`config.mk`:
```
export PLATFORM = sky130hd
export DESIGN_NAME = gpioemu_master
export DESIGN_NICKNAME = d
export VERILOG_FILES = /design/src/rtl/gpioemu_master.sv
export SDC_FILE = /design/constraint.sdc
export NUM_CORES = 1
export LEC_CHECK = 0
export ABC_AREA = 1
export BUFFER_PORTS_ARGS = -buffer_cell sky130_fd_sc_hd__buf_2
export CAP_MARGIN = 20
export CELL_PAD_IN_SITES_DETAIL_PLACEMENT = 1
export CELL_PAD_IN_SITES_GLOBAL_PLACEMENT = 2
export CORE_ASPECT_RATIO = 0.6
export CORE_UTILIZATION = 34
export DETAILED_ROUTE_END_ITERATION = 6
export HOLD_SLACK_MARGIN = 0.15
export PLACE_DENSITY_LB_ADDON = 0.1
export SLEW_MARGIN = 20
export SYNTH_ARGS = -nofsm -noshare
export SYNTH_HDL_FRONTEND = slang
export SYNTH_SLANG_ARGS = --single-unit
```
`constraint.sdc`:
```
create_clock -name clk -period 10.35 [get_ports clk]
set_clock_uncertainty 0.05 [all_clocks]
set_input_delay 1.035 -clock clk [delete_from_list [all_inputs] [get_ports clk]]
set_output_delay 1.035 -clock clk [all_outputs]
set_load 0.02 [all_outputs]
```
`src/rtl/gpioemu_master.sv`:
```
// gpioemu_master: runs a multiply job on a memory-mapped peripheral over a strobed bus.
// It writes both operands and a trigger, polls the status word, then reads back the product and the ones count.
module gpioemu_master #(
    parameter int STROBE_CYCLES  = 2,
    parameter int POST_TRIG_WAIT = 8,
    parameter int POLL_LIMIT     = 255
) (
    input  logic        clk,
    input  logic        reset,
    input  logic        start,
    input  logic [23:0] arg_a,
    input  logic [23:0] arg_b,
    output logic        busy,
    output logic        done,
    output logic [31:0] result_w,
    output logic [23:0] ones_l,
    output logic        valid,
    output logic        timeout,
    output logic [15:0] saddress,
    output logic        srd,
    output logic        swr,
    output logic [31:0] sdata_out,
    input  logic [31:0] sdata_in
);

    typedef enum logic [3:0] {
        IDLE    = 4'd0,
        WR_A    = 4'd1,
        WR_B    = 4'd2,
        WR_TRIG = 4'd3,
        WAIT    = 4'd4,
        POLL    = 4'd5,
        RD_W    = 4'd6,
        RD_L    = 4'd7,
        FINISH  = 4'd8
    } state_t;

    // PH_LEAD is the single bus-idle cycle between accepting start and the first SETUP.
    typedef enum logic [1:0] {
        PH_LEAD   = 2'd0,
        PH_SETUP  = 2'd1,
        PH_STROBE = 2'd2,
        PH_HOLD   = 2'd3
    } phase_t;

    localparam logic [15:0] ADDR_A      = 16'h037F;
    localparam logic [15:0] ADDR_B      = 16'h0388;
    localparam logic [15:0] ADDR_TRIG   = 16'h03A0;
    localparam logic [15:0] ADDR_W      = 16'h0390;
    localparam logic [15:0] ADDR_L      = 16'h0398;
    localparam logic [15:0] STROBE_LAST = 16'(STROBE_CYCLES - 1);
    localparam logic [15:0] WAIT_LAST   = 16'(POST_TRIG_WAIT - 1);
    localparam logic [7:0]  POLL_MAX    = 8'(POLL_LIMIT);

    state_t      state_q, state_d;
    phase_t      phase_q, phase_d;
    logic [15:0] cnt_q, cnt_d;
    logic [7:0]  poll_q, poll_d, poll_inc;
    logic [23:0] arg_a_q, arg_a_d, arg_b_q, arg_b_d;
    logic        busy_q, busy_d, done_q, done_d;
    logic [31:0] result_w_q, result_w_d;
    logic [23:0] ones_l_q, ones_l_d;
    logic        valid_q, valid_d, timeout_q, timeout_d;
    logic [15:0] saddress_q, saddress_d;
    logic        srd_q, srd_d, swr_q, swr_d;
    logic [31:0] sdata_out_q, sdata_out_d;

    // Next-state logic; bus outputs are decoded from the next state so they line up with it.
    always_comb begin
        state_d     = state_q;
        phase_d     = phase_q;
        cnt_d       = cnt_q;
        poll_d      = poll_q;
        poll_inc    = (poll_q == 8'hFF) ? poll_q : poll_q + 8'd1;
        arg_a_d     = arg_a_q;
        arg_b_d     = arg_b_q;
        busy_d      = busy_q;
        done_d      = 1'b0;
        result_w_d  = result_w_q;
        ones_l_d    = ones_l_q;
        valid_d     = valid_q;
        timeout_d   = timeout_q;
        saddress_d  = 16'h0000;
        sdata_out_d = 32'h0000_0000;
        srd_d       = 1'b0;
        swr_d       = 1'b0;

        case (state_q)
            IDLE: begin
                if (start) begin
                    arg_a_d   = arg_a;
                    arg_b_d   = arg_b;
                    timeout_d = 1'b0;
                    busy_d    = 1'b1;
                    state_d   = WR_A;
                    phase_d   = PH_LEAD;
                end else begin
                    busy_d = 1'b0;
                end
            end
            WAIT: begin
                if (cnt_q == WAIT_LAST) begin
                    state_d = POLL;
                    phase_d = PH_SETUP;
                    cnt_d   = 16'd0;
                end else begin
                    cnt_d = cnt_q + 16'd1;
                end
            end
            FINISH: begin
                state_d = IDLE;
            end
            WR_A, WR_B, WR_TRIG, POLL, RD_W, RD_L: begin
                case (phase_q)
                    PH_LEAD: begin
                        phase_d = PH_SETUP;
                    end
                    PH_SETUP: begin
                        phase_d = PH_STROBE;
                        cnt_d   = 16'd0;
                    end
                    PH_STROBE: begin
                        if (cnt_q == STROBE_LAST) begin
                            phase_d = PH_HOLD;
                        end else begin
                            cnt_d = cnt_q + 16'd1;
                        end
                    end
                    PH_HOLD: begin
                        phase_d = PH_SETUP;
                        cnt_d   = 16'd0;
                        case (state_q)
                            WR_A: state_d = WR_B;
                            WR_B: state_d = WR_TRIG;
                            WR_TRIG: begin
                                poll_d = 8'd0;
                                if (POST_TRIG_WAIT == 0) begin
                                    state_d = POLL;
                                end else begin
                                    state_d = WAIT;
                                end
                            end
                            POLL: begin
                                poll_d = poll_inc;
                                if (sdata_in[1]) begin
                                    valid_d = sdata_in[0];
                                    state_d = RD_W;
                                end else if (poll_inc >= POLL_MAX) begin
                                    timeout_d = 1'b1;
                                    done_d    = 1'b1;
                                    busy_d    = 1'b0;
                                    state_d   = FINISH;
                                end else begin
                                    state_d = POLL;
                                end
                            end
                            RD_W: begin
                                result_w_d = sdata_in;
                                state_d    = RD_L;
                            end
                            RD_L: begin
                                ones_l_d = sdata_in[23:0];
                                done_d   = 1'b1;
                                busy_d   = 1'b0;
                                state_d  = FINISH;
                            end
                            default: state_d = IDLE;
                        endcase
                    end
                    default: phase_d = PH_SETUP;
                endcase
            end
            default: begin
                state_d = IDLE;
                busy_d  = 1'b0;
            end
        endcase

        if (phase_d != PH_LEAD) begin
            case (state_d)
                WR_A: begin
                    saddress_d  = ADDR_A;
                    sdata_out_d = {8'h00, arg_a_q};
                    swr_d       = (phase_d == PH_STROBE);
                end
                WR_B: begin
                    saddress_d  = ADDR_B;
                    sdata_out_d = {8'h00, arg_b_q};
                    swr_d       = (phase_d == PH_STROBE);
                end
                WR_TRIG: begin
                    saddress_d = ADDR_TRIG;
                    swr_d      = (phase_d == PH_STROBE);
                end
                POLL: begin
                    saddress_d = ADDR_TRIG;
                    srd_d      = (phase_d == PH_STROBE);
                end
                RD_W: begin
                    saddress_d = ADDR_W;
                    srd_d      = (phase_d == PH_STROBE);
                end
                RD_L: begin
                    saddress_d = ADDR_L;
                    srd_d      = (phase_d == PH_STROBE);
                end
                default: saddress_d = 16'h0000;
            endcase
        end else begin
            saddress_d = 16'h0000;
        end
    end

    // State and output registers; reset drops the bus at once and aborts any job.
    always_ff @(posedge clk or posedge reset) begin
        if (reset) begin
            state_q     <= IDLE;
            phase_q     <= PH_LEAD;
            cnt_q       <= 16'd0;
            poll_q      <= 8'd0;
            arg_a_q     <= 24'd0;
            arg_b_q     <= 24'd0;
            busy_q      <= 1'b0;
            done_q      <= 1'b0;
            result_w_q  <= 32'd0;
            ones_l_q    <= 24'd0;
            valid_q     <= 1'b0;
            timeout_q   <= 1'b0;
            saddress_q  <= 16'd0;
            srd_q       <= 1'b0;
            swr_q       <= 1'b0;
            sdata_out_q <= 32'd0;
        end else begin
            state_q     <= state_d;
            phase_q     <= phase_d;
            cnt_q       <= cnt_d;
            poll_q      <= poll_d;
            arg_a_q     <= arg_a_d;
            arg_b_q     <= arg_b_d;
            busy_q      <= busy_d;
            done_q      <= done_d;
            result_w_q  <= result_w_d;
            ones_l_q    <= ones_l_d;
            valid_q     <= valid_d;
            timeout_q   <= timeout_d;
            saddress_q  <= saddress_d;
            srd_q       <= srd_d;
            swr_q       <= swr_d;
            sdata_out_q <= sdata_out_d;
        end
    end

    assign busy      = busy_q;
    assign done      = done_q;
    assign result_w  = result_w_q;
    assign ones_l    = ones_l_q;
    assign valid     = valid_q;
    assign timeout   = timeout_q;
    assign saddress  = saddress_q;
    assign srd       = srd_q;
    assign swr       = swr_q;
    assign sdata_out = sdata_out_q;

endmodule

```
## Word level (Yosys, flattened, before mapping)

Cells that the tools add are included.

| word-level totals | value |
|---|---|
| input port bits | 83 |
| output and inout port bits | 110 |
| bits in registers | 188 |

| operators by class | value |
|---|---|
| add/subtract/negate cells | 2 |
| reductions and logical operators | 21 |
| equal/unequal tests | 31 |
| bitwise logic cells | 1 |
| $lt $le $gt $ge | 1 |
| mux-type cells | 43 |

Operator list:

| kind | count |
|---|---|
| case mux 16 bit (2 select lines) | 2 |
| case mux 10 bit (5 select lines) | 1 |
| 2-to-1 mux 16 bit | 3 |
| case mux 24 bit (2 select lines) | 1 |
| == test 4 x 3 -> 1 bit (second input constant) | 7 |
| 2-to-1 mux 24 bit | 1 |
| case mux 4 bit (6 select lines) | 1 |
| 2-to-1 mux 4 bit | 5 |
| 2-to-1 mux 1 bit | 17 |
| adder 16 x 1 -> 16 bit (second input constant) | 1 |
| == test 16 x 1 -> 1 bit (second input constant) | 1 |
| == test 16 x 3 -> 1 bit (second input constant) | 1 |
| == test 4 x 2 -> 1 bit (second input constant) | 4 |
| case mux 8 bit (2 select lines) | 1 |
| != test 3 bit (second input constant) | 4 |
| case mux 2 bit (3 select lines) | 2 |
| case mux 4 bit (3 select lines) | 1 |
| AND reduction 3 bit | 4 |
| != test 2 bit (second input constant) | 5 |
| adder 8 x 1 -> 8 bit (second input constant) | 1 |
| == test 4 x 1 -> 1 bit (second input constant) | 2 |
| == test 8 bit (second input constant) | 1 |
| >= comparator 8 bit (second input constant) | 1 |
| 2-to-1 mux 8 bit | 1 |
| 18 further kinds | 31 |

## Depth between registers and ports, before layout

Gate-level depths: netlist (run 1).

| logic depth | value |
|---|---|
| depth after elaboration | 12 |
| gate-level depth with buffers | 18 |

## Worst setup path before layout (run 1)

Ideal clock, no wire load.

| path | value |
|---|---|
| path kind | input -> register |
| start point | input port sdata_in[1] |
| end point | register sdata_out_q[10], in the netlist sdata_out[10] |
| arrival | 2.036 ns |
| stages | 8 |
| path slack | 8.190 ns |
| required time | 10.226 ns |
| buffers on the path | 1 |
| cells stage by stage | inv_1 > nor2_1 > inv_1 > o2111ai_2 > a21oi_2 > nand3_4 > buf_6 > o21ai_2 |

| between the ends | value |
|---|---|
| cells in the longest elaborated chain, start to end | 7 |

RTL lines:

| item | line | text |
|---|---|---|
| from (decl) | 23 | `input logic [31:0] sdata_in` |
| 2-to-1 mux 4 bit * | 145 | `if (sdata_in[1]) begin` |
| case mux 4 bit (6 select lines) * | 132 | `case (state_q)` |
| 2-to-1 mux 4 bit * | 114 | `case (phase_q)` |
| case mux 4 bit (3 select lines) * | 88 | `case (state_q)` |
| via state_d[1] | 55 | `state_t state_q, state_d;` |
| == test 4 x 2 -> 1 bit / == test 4 x 1 -> 1 bit (equally long branches) | 180 | `case (state_d)` |
| case mux 24 bit (2 select lines) * | 180 |  |
| 2-to-1 mux 24 bit * | 179 | `if (phase_d != PH_LEAD) begin` |
| via sdata_out_d[10] | 66 | `logic [31:0] sdata_out_q, sdata_out_d;` |
| to (signal assigned) | 249 | `sdata_out_q <= sdata_out_d;` |
| to (decl) | 66 |  |

The timed path passes the listed nets; every way through them passes the cells marked *.
A chain may end at the register's enable or synchronous reset.

## Worst setup path after layout (run 1)

| path | value |
|---|---|
| start point | register state_q[3] |
| end point | register sdata_out_q[18], in the netlist sdata_out[18] |

| between the ends | value |
|---|---|
| cells in the longest elaborated chain, start to end | 7 |

RTL lines:

| item | line | text |
|---|---|---|
| from (decl) | 55 |  |
| from (signal assigned) | 234 | `state_q <= state_d;` |
| == test 4 x 3 -> 1 bit (tied with other cells) | 88, 132 |  |
| case mux 4 bit (6 select lines) | 132 |  |
| 2-to-1 mux 4 bit | 114 |  |
| case mux 4 bit (3 select lines) * | 88 |  |
| via state_d[1] | 55 |  |
| == test 4 x 2 -> 1 bit / == test 4 x 1 -> 1 bit (equally long branches) | 180 |  |
| case mux 24 bit (2 select lines) * | 180 |  |
| 2-to-1 mux 24 bit * | 179 |  |
| via sdata_out_d[18] | 66 |  |

Marks and branches as above.

==> results of run 1 <==
per-stage QoR:
step,instance area (um^2),hold slack (ps)
finish,9169,427.9
CTS,9169,428.5
detailed placement,8586,410.9
floorplan,7575,399.6
global route,9169,458.9
global placement,8586,408.9
cell usage after synthesis, types with 4 or more instances:
| cell type | n |
|---|---|
| nand2_1 | 237 |
| dfrtp_1 | 170 |
| o21ai_0 | 99 |
| inv_1 | 91 |
| nand3_1 | 53 |
| nor2_1 | 42 |
| buf_4 | 18 |
| o21ai_2 | 18 |
| clkbuf_1 | 17 |
| nor3_1 | 13 |
| a21oi_1 | 10 |
| inv_2 | 8 |
| ha_1 | 6 |
| nand2_2 | 5 |
| nand3_2 | 5 |
| buf_1 | 4 |
| buf_6 | 4 |
| nand4_1 | 4 |
| nor2_2 | 4 |
| nor2_4 | 4 |
| o21ai_1 | 4 |
| o22ai_1 | 4 |
| xor2_1 | 4 |
worst reg2reg max path, cell delays in order (launching register included):
cell and delay (ps):
dfrtp_1 420, inv_2 100, nand2_2 80, inv_2 60
nand2_1 70, nor2_1 630, nand2_1 150, nor2_1 130
inv_1 90, o2111ai_2 150, nand3_2 150, nor2_4 560
nand3_1 220, o21ai_2 110
layout make-up:
class | count | area [um^2]
sequential | 170 | 4254
timing repair buffer | 183 | 928.4
multi-input combinational | 548 | 2671
inverter | 100 | 382.9
clock buffer | 26 | 499.2
clock inverter | 5 | 83.83
fill | 2585 | 12170
tap | 279 | 349.1
registers in the layout (all words and copies together), names as in the netlist:
name / cells
state_q: 4
ones_l: 24
saddress: 6
valid: 1
arg_b_q: 24
result_w: 32
sdata_out: 24
poll_q: 8
done: 1
phase_q: 2
timeout: 1
srd: 1
cnt_q: 16
arg_a_q: 24
swr: 1
busy: 1
worst max-delay path by stage:
stage | end | slack, ps | cells after the start | from
2_1_floorplan | arg_a_q[0] | 4660 | 1 | reset
5_1_grt | sdata_out[21] | 6940 | 13 | state_q[3]
4_1_cts | sdata_out[21] | 7240 | 13 | state_q[3]
3_5_place_dp | sdata_out[2] | 7160 | 8 | start
3_3_place_gp | sdata_out[23] | 7210 | 8 | start
6_report | sdata_out[18] | 7280 | 13 | state_q[3]
power by group through the flow:
stage / sequential [mW] / combinational, mW / clock (mW)
3_5_place_dp: 0.901 / 0.611 / 0
5_1_grt: 0.906 / 0.684 / 0.688
6_report: 0.891 / 0.604 / 0.642
2_1_floorplan: 0.941 / 0.376 / 0
3_3_place_gp: 0.901 / 0.606 / 0
4_1_cts: 0.891 / 0.616 / 0.663
cells by family after synthesis:
group | Yosys count | share of synthesized area, %
compound gates | 146 | 11.11
xor+xnor | 4 | 0.4655
fa+ha+maj | 6 | 0.9975
buf+inv | 146 | 8.662
flops | 170 | 56.53
other cells | 1 | 0.04983
simple gates | 378 | 22.19
per-layer routing:
layer	vias to the layer above	part of all wire, %
met5	-	0
met4	0	0.90
met3	15	4.8
met2	158	39
met1	2963	56
li1	3022	-
==> metrics.txt, run 1 <==
DP Cell Count 1280; RSZ-0062 raised after global routing no; Hold Path Sink result_w[15]; HP Class reg -> reg; Residual DRC 0; pwr dens 233.0 mW/mm^2; vias per cell 4.697; die height 117.2 um; max frequency 0.3259 GHz; met2 GRT Util 26.07%; relative slew slack 38.60%; Final Max Slew Viols 0; n_diodes 0; post-cts resize count 0; critical-path maximum fanout 25; Syn-to-layout area delta 21.83%; CTS tree built; root buffer cell clkbuf_16; P_int 1.360 mW; FF-to-FF setup slack 7280 ps; worst hold stages 2; setup bufs post-CTS 0; Die Wd 194.1 um; Routed Antenna Nets 0; core area 0.02134 mm^2; Pleak 4.855 nW; power consumption 2.137 mW; R2R Path End sdata_out[18]; CTS Buffer Depth 2; worst setup margin 7282 ps; placer congestion estimate 0.8082; Overall Global Routing Usage 19.67%; Crit Path Category reg -> reg; Switching Fraction 36.33%; io pins 193; final setup violation count 0; post-synthesis cell count 851; Die ar. 0.02275 mm^2; CTS buffer count 17; Worst Path Buf+Inv 3; area leader, netlist dfrtp_1; CP required 10640 ps; clk_lat worst skew 430 ps; VDD IR max 0.1149 mV; Worst setup EP type flop; fraction of registers with async set/reset 100.0%; status finished clean; final WL 21.30 mm; Post-synth EDFFs 0; count of state elements after synthesis 170; gr ovfl total 0; RR Startpoint state_q[3]; Clk pwr share 30.1%; Setup crit start kind flop; sinks on the clock net 170; H-Tree Depth 4; distinct cell type count after synthesis 41; initial antenna violation count 0; Initial Util 35.27%; top post-synthesis cells by area dfrtp_1 (57%), nand2_1 (12%), o21ai_0 (6.6%); commonest non-fill, non-tap cell in the layout nand2_1; Top Usage Layer GRT met1; Setup WS pre-CTS 7156 ps; syn avg cell area 8.844 um^2; max incr delay on CP 630 ps; layout cells sized above 1 25.48%; wire per inst 16.25 um; Reg2Reg Depth 13; Crit path max-delay family simple AND/OR/NAND/NOR gates; Vias 6158; largest net degree at the start of global routing 101; GRT met3 Usage 4.298%; Worst-path clk slew 60 ps; most frequent cells in the layout nand2_1 (236), buf_2 (178), dfrtp_1 (170); Hold Fails Final Rpt 0; worst hold start result_w[15]; DPL Wire Length 15.08 mm; register share of total power 41.7%; minimum clock period 3068 ps; initial drt markers 315; First-pass DRT Iterations 4; Core Util, Final 42.96%; cts hold-fix bufs 0; num rows 41; Logic pwr share 28.3%; Mapped Area 0.007526 mm^2; ratio of final minimum period to clock period 29.65%; top_reg_cell synth dfrtp_1; vias in the first global route 6105; CP max stage cell nor2_1; Layout Cells excl Fill 1311; Critical Path, Cell by Cell inv_2, nand2_2, inv_2, nand2_1, nor2_1, nand2_1, nor2_1, inv_1, o2111ai_2, nand3_2, nor2_4, nand3_1, o21ai_2; Final #Nets 1109; top cell type's share of synthesized area 56.53%; sw power 0.7763 mW; Ys Warns 0; Max Cap Violations 0; grt met1 use 31.10%; setup TNS 0 ps; Seq/Total Area, Yosys 56.53%; Data arrival, critical path 3360 ps; Buffers on Ports 178; first-pass GRT wire length 34.38 mm; Worst-Margin Slew 921.0 ps
No activity file was read; power rests on OpenSTA's default activity.
==> inputs of run 2 (changes only) <==
CORE_UTILIZATION = 28   (was 34)
clock period = 2.5 ns   (was 10.35 ns; I/O delays follow)
==> run 2 against run 1 <==
Maximum frequency rose by 30%. Core utilization fell by 2.9 points. Critical path type unchanged. Global-route usage fell by 1.9 points. Clock power rose to 4.2 times the previous value. Routed wire length rose by 12%. Combinational power rose to 5.0 times the previous value.
==> metrics.txt, run 2 (synthesis results as in run 1) <==
DPL Wire Length 16.45 mm; largest net degree at the start of global routing 73; hold_ws 204.6 ps; placer congestion estimate 0.7923; Buffers on Ports 178; Die Wd 213.7 um; HP Class in -> reg; Max Cap Violations 0; Routed Antenna Nets 0; Overall Global Routing Usage 17.78%; vias per cell 4.323; max frequency 0.4229 GHz; core area 0.02642 mm^2; register area 0.004255 mm^2; Data arrival, critical path 2670 ps; vias in the first global route 6703; Die ar. 0.02756 mm^2; gr ovfl total 0; Largest register FFs 32; Setup crit start kind flop; Setup WS pre-CTS 133.2 ps; minimum clock period 2364 ps; first-pass GRT wire length 37.31 mm; DP Cell Count 1392; final WL 23.79 mm; CTS Buffer Depth 2; Syn-to-layout area delta 40.48%; VDD IR max 0.3598 mV; most frequent cells in the layout nand2_1 (228), buf_2 (178), dfrtp_1 (169); Crit Path Category reg -> reg; Initial Util 28.49%; setup TNS 0 ps; wire per inst 15.76 um; sinks on the clock net 170; ratio of final minimum period to clock period 94.58%; worst hold stages 4; num rows 46; initial antenna violation count 1; Area after DPL 0.008994 mm^2; layout cells sized above 1 27.50%; Vias 6528; Final Cell Area 0.01057 mm^2; worst setup margin 135.6 ps; status finished clean; First-pass DRT Iterations 5; Pleak 5.411 nW; Hold Fails Final Rpt 0; CTS buffer count 17; fill cell count 3124; multi-input logic area 0.002755 mm^2; Final #Nets 1225; CTS tree built; CP required 2810 ps; root buffer cell clkbuf_16; H-Tree Depth 4; die height 129.0 um; critical-path maximum fanout 12; Worst-path clk slew 70 ps; Layout Cells excl Fill 1510; Worst setup EP type flop; Residual DRC 0; initial drt markers 405; clk_lat worst skew 440 ps; RSZ-0062 raised after global routing yes; io pins 193; Final Max Slew Viols 0; pwr dens 886.5 mW/mm^2; final setup violation count 0; Reg2Reg Depth 16; commonest non-fill, non-tap cell in the layout nand2_1
==> run 2: cell count changes in the layout (fill, tap and decap cells not counted), moves of 3 or more <==
cell / change
o21ai_1: +5
buf_12: +6
dlygate4sd3_1: +81
clkbuf_1: -3
buf_4: +26
nand2_1: -8
nand3_1: -3
clkbuf_16: +3
o21ai_0: -5
nand2_2: +7
==> run 2: final cells by class <==
type                            instances  share of cell area [%]
Antenna cell                            1                 0.02367
Clock buffer                           23                   4.615
Clock inverter                          9                   1.041
Inverter                              100                   3.609
Multi-Input combinational cell        548                   26.06
Sequential cell                       170                   40.25
Tap cell                              360                   4.260
Timing Repair Buffer                  299                   20.14
==> run 2: per-stage QoR <==
stage,utilization (%),power [mW]
2_1_floorplan,-,5.453
3_3_place_gp,34.04,6.504
3_5_place_dp,34.04,6.521
4_1_cts,39.38,9.406
5_1_grt,40.02,10.04
6_report,40.02,9.373
==> run 2: where the power goes <==
part | switching (mW) | leakage, nW | internal [mW]
Combinational | 1.96 | 3.08 | 1.04
Sequential | 0.285 | 2.05 | 3.37
Clock | 1.14 | 0.286 | 1.58
==> run 2: critical path: stages (launching register included) <==
cell	delay, ps
dfrtp_1	350
ha_2	200
nand2_4	90
nor2_8	170
nand2_8	110
nand2_2	100
nand2_2	60
nor2_2	130
nand2_2	90
nand2_2	70
nand3_2	70
nand2_2	90
nand3_4	90
nor2_4	240
clkbuf_16	220
nand3_1	70
o21ai_0	70
==> run 2: worst paths after layout <==
check                      slack, ps            end        from
max                              140  sdata_out[23]   poll_q[1]
min reg2reg                      430     ones_l[10]  ones_l[10]
min in group asynchronous        290           busy       reset
min                              200     phase_q[0]       start
max reg2reg                      140  sdata_out[23]   poll_q[1]
max in group asynchronous       1440    result_w[7]       reset
==> run 2: routing by layer <==
| metal | part of all wire [%] | vias up | wire [um] | global-route usage [%] |
|---|---|---|---|---|
| li1 | - | 3261 | - | - |
| met1 | 55 | 3151 | 13140 | 27.57 |
| met2 | 41 | 110 | 9671 | 24.27 |
| met3 | 3.7 | 6 | 879 | 3.832 |
| met4 | 0.41 | 0 | 98 | 5.126 |
| met5 | 0 | - | 0 | 0 |
==> run 2: timing repair <==
action | CTS | global route
endpoints found under the hold margin | 274 | 0
setup buffers | 0 | 1
resized for setup | 0 | 25
hold buffers | 81 | 0
endpoints found under the setup margin | 0 | 28
==> inputs of run 3 (changes only) <==
CORE_UTILIZATION = 34   (was 28)
clock period = 2.72 ns   (was 2.5 ns; I/O delays follow)
==> run 3 against run 2 <==
Maximum frequency down 2.1%. Combinational power fell by 15%. Critical endpoint is now sdata_out[2]. Final area down 4.2%. Core utilization is 7.4 points higher. Count of clock-buffer cells in the layout grew 1. First-iteration DRC count down 24%. Flip-flop and latch count unchanged. Sequential power fell by 8.2%. Cell count shrank 7.1%.
==> metrics.txt, run 3 (synthesis results as in run 1) <==
status finished clean; sw power 2.967 mW; Critical Path, Cell by Cell ha_1, nand2_4, nor2_8, nand2_4, nand2_1, nand2_1, nand2_1, nor2_2, nand2_2, nand2_2, nand3_1, nand3_4, inv_4, nand3_4, buf_12, o21ai_0; cts hold-fix bufs 80; Overall Global Routing Usage 20.12%; Vias 6527; pwr dens 833.5 mW/mm^2; Routed Antenna Nets 0; CTS Buffer Depth 2; most frequent cells in the layout nand2_1 (236), buf_2 (178), dfrtp_1 (170); First-pass DRT Iterations 4; H-Tree Depth 4; Worst-Margin Slew 730.9 ps; minimum clock period 2415 ps; CP required 2980 ps; Pleak 5.274 nW; first-pass GRT wire length 35.36 mm; Worst setup EP type flop; initial drt markers 306; vias per cell 4.652; routed length on met3 899 um; critical-path maximum fanout 27; vias in the first global route 6502; setup TNS 0 ps; io pins 193; Initial Util 35.27%; Setup crit start kind flop; core area 0.02134 mm^2; Buffers on Ports 178; num rows 41; RSZ-0062 raised after global routing no; routed length on met1 12.02 mm; final setup violation count 0; max frequency 0.4140 GHz; layout cells sized above 1 24.38%; Die ar. 0.02275 mm^2; CP max stage cell dfrtp_1; CTS buffer count 17; relative slew slack 51.27%; ratio of final minimum period to clock period 88.80%; Clk pwr share 30.2%; DPL Wire Length 15.13 mm; Die Wd 194.1 um; met2 wire len 8.772 mm; Final Cell Area 0.01013 mm^2; max layer used met4; CTS tree built; die height 117.2 um; Largest register FFs 32; Hold Fails Final Rpt 0; post-cts resize count 0; n_diodes 0; Area after DPL 0.008725 mm^2; Final #Nets 1201; root buffer cell clkbuf_16; sinks on the clock net 170; Switching Fraction 35.15%; initial antenna violation count 0; gr ovfl total 0; Max Cap Violations 0; VDD IR max 0.5387 mV; HP Class in -> reg; Worst path most repeated cell nand2_1; max incr delay on CP 420 ps; Syn-to-layout area delta 34.58%; P_int 5.474 mW; Logic pwr share 30.1%; Crit Path Category reg -> reg; Final Max Slew Viols 0; setup bufs post-CTS 0; placer congestion estimate 0.8092; clk_lat worst skew 430 ps; register share of total power 39.8%; Residual DRC 0; commonest non-fill, non-tap cell in the layout nand2_1; Data arrival, critical path 2680 ps; final WL 21.94 mm; largest net degree at the start of global routing 117; Worst-path clk slew 60 ps; wire per inst 15.64 um
-- run 3: routing by layer --
| layer | up-vias | global-route usage [%] |
|---|---|---|
| met2 | 156 | 27.75 |
| met5 | - | 0 |
| li1 | 3205 | - |
| met3 | 18 | 3.840 |
| met1 | 3148 | 31.29 |
| met4 | 0 | 6.243 |
-- run 3: path summary, 6_finish.rpt --
path | startpoint | endpoint | slack (ps) | cells after the start
min in group asynchronous | reset | cnt_q[0] | 470 | 4
setup reg to reg | poll_q[0] | sdata_out[2] | 300 | 16
hold reg to reg | ones_l[1] | ones_l[1] | 430 | 2
max in group asynchronous | reset | result_w[17] | 1530 | 4
hold / removal | sdata_in[1] | ones_l[1] | 200 | 3
setup / recovery | poll_q[0] | sdata_out[2] | 300 | 16
-- run 3: per-stage QoR --
stage               util (%)  std cells  hold WS [ps]  setup slack, ps  power (mW)
finish                 47.46       1403         204.7            304.6       8.442
global route           47.46       1403         227.5            62.08       8.969
CTS                    47.46       1403         188.9            301.7       8.555
detailed placement     40.88       1292         418.2            298.0       5.875
global placement       40.88       1292         409.5            376.9       5.837
floorplan                  -        864         331.6            229.3       5.012
-- run 3: power groups by stage --
stage / combinational (mW) / clock [mW] / sequential (mW)
after global routing: 2.85 / 2.69 / 3.43
final: 2.54 / 2.55 / 3.36
after CTS: 2.58 / 2.61 / 3.37
after detailed placement: 2.47 / 0 / 3.41
after global placement: 2.44 / 0 / 3.40
after floorplan: 1.43 / 0 / 3.58
-- run 3: final cells by class --
type | count | area, um^2
Fill cell | 2537 | 11210
Timing Repair Buffer | 275 | 1869
Sequential cell | 170 | 4254
Multi-Input combinational cell | 548 | 2671
Tap cell | 279 | 349.1
Inverter | 100 | 381.6
Clock inverter | 7 | 141.4
Clock buffer | 24 | 461.7
-- run 3: critical path: cells and delay by family (launching register included) --
kind | cells | cell delay [ps]
adder cells (fa/ha/maj) | 1 | 260
AO/OA/AOI/OAI | 1 | 110
AND/OR/NAND/NOR | 12 | 1190
flip-flops | 1 | 420
buffers and inverters | 2 | 270
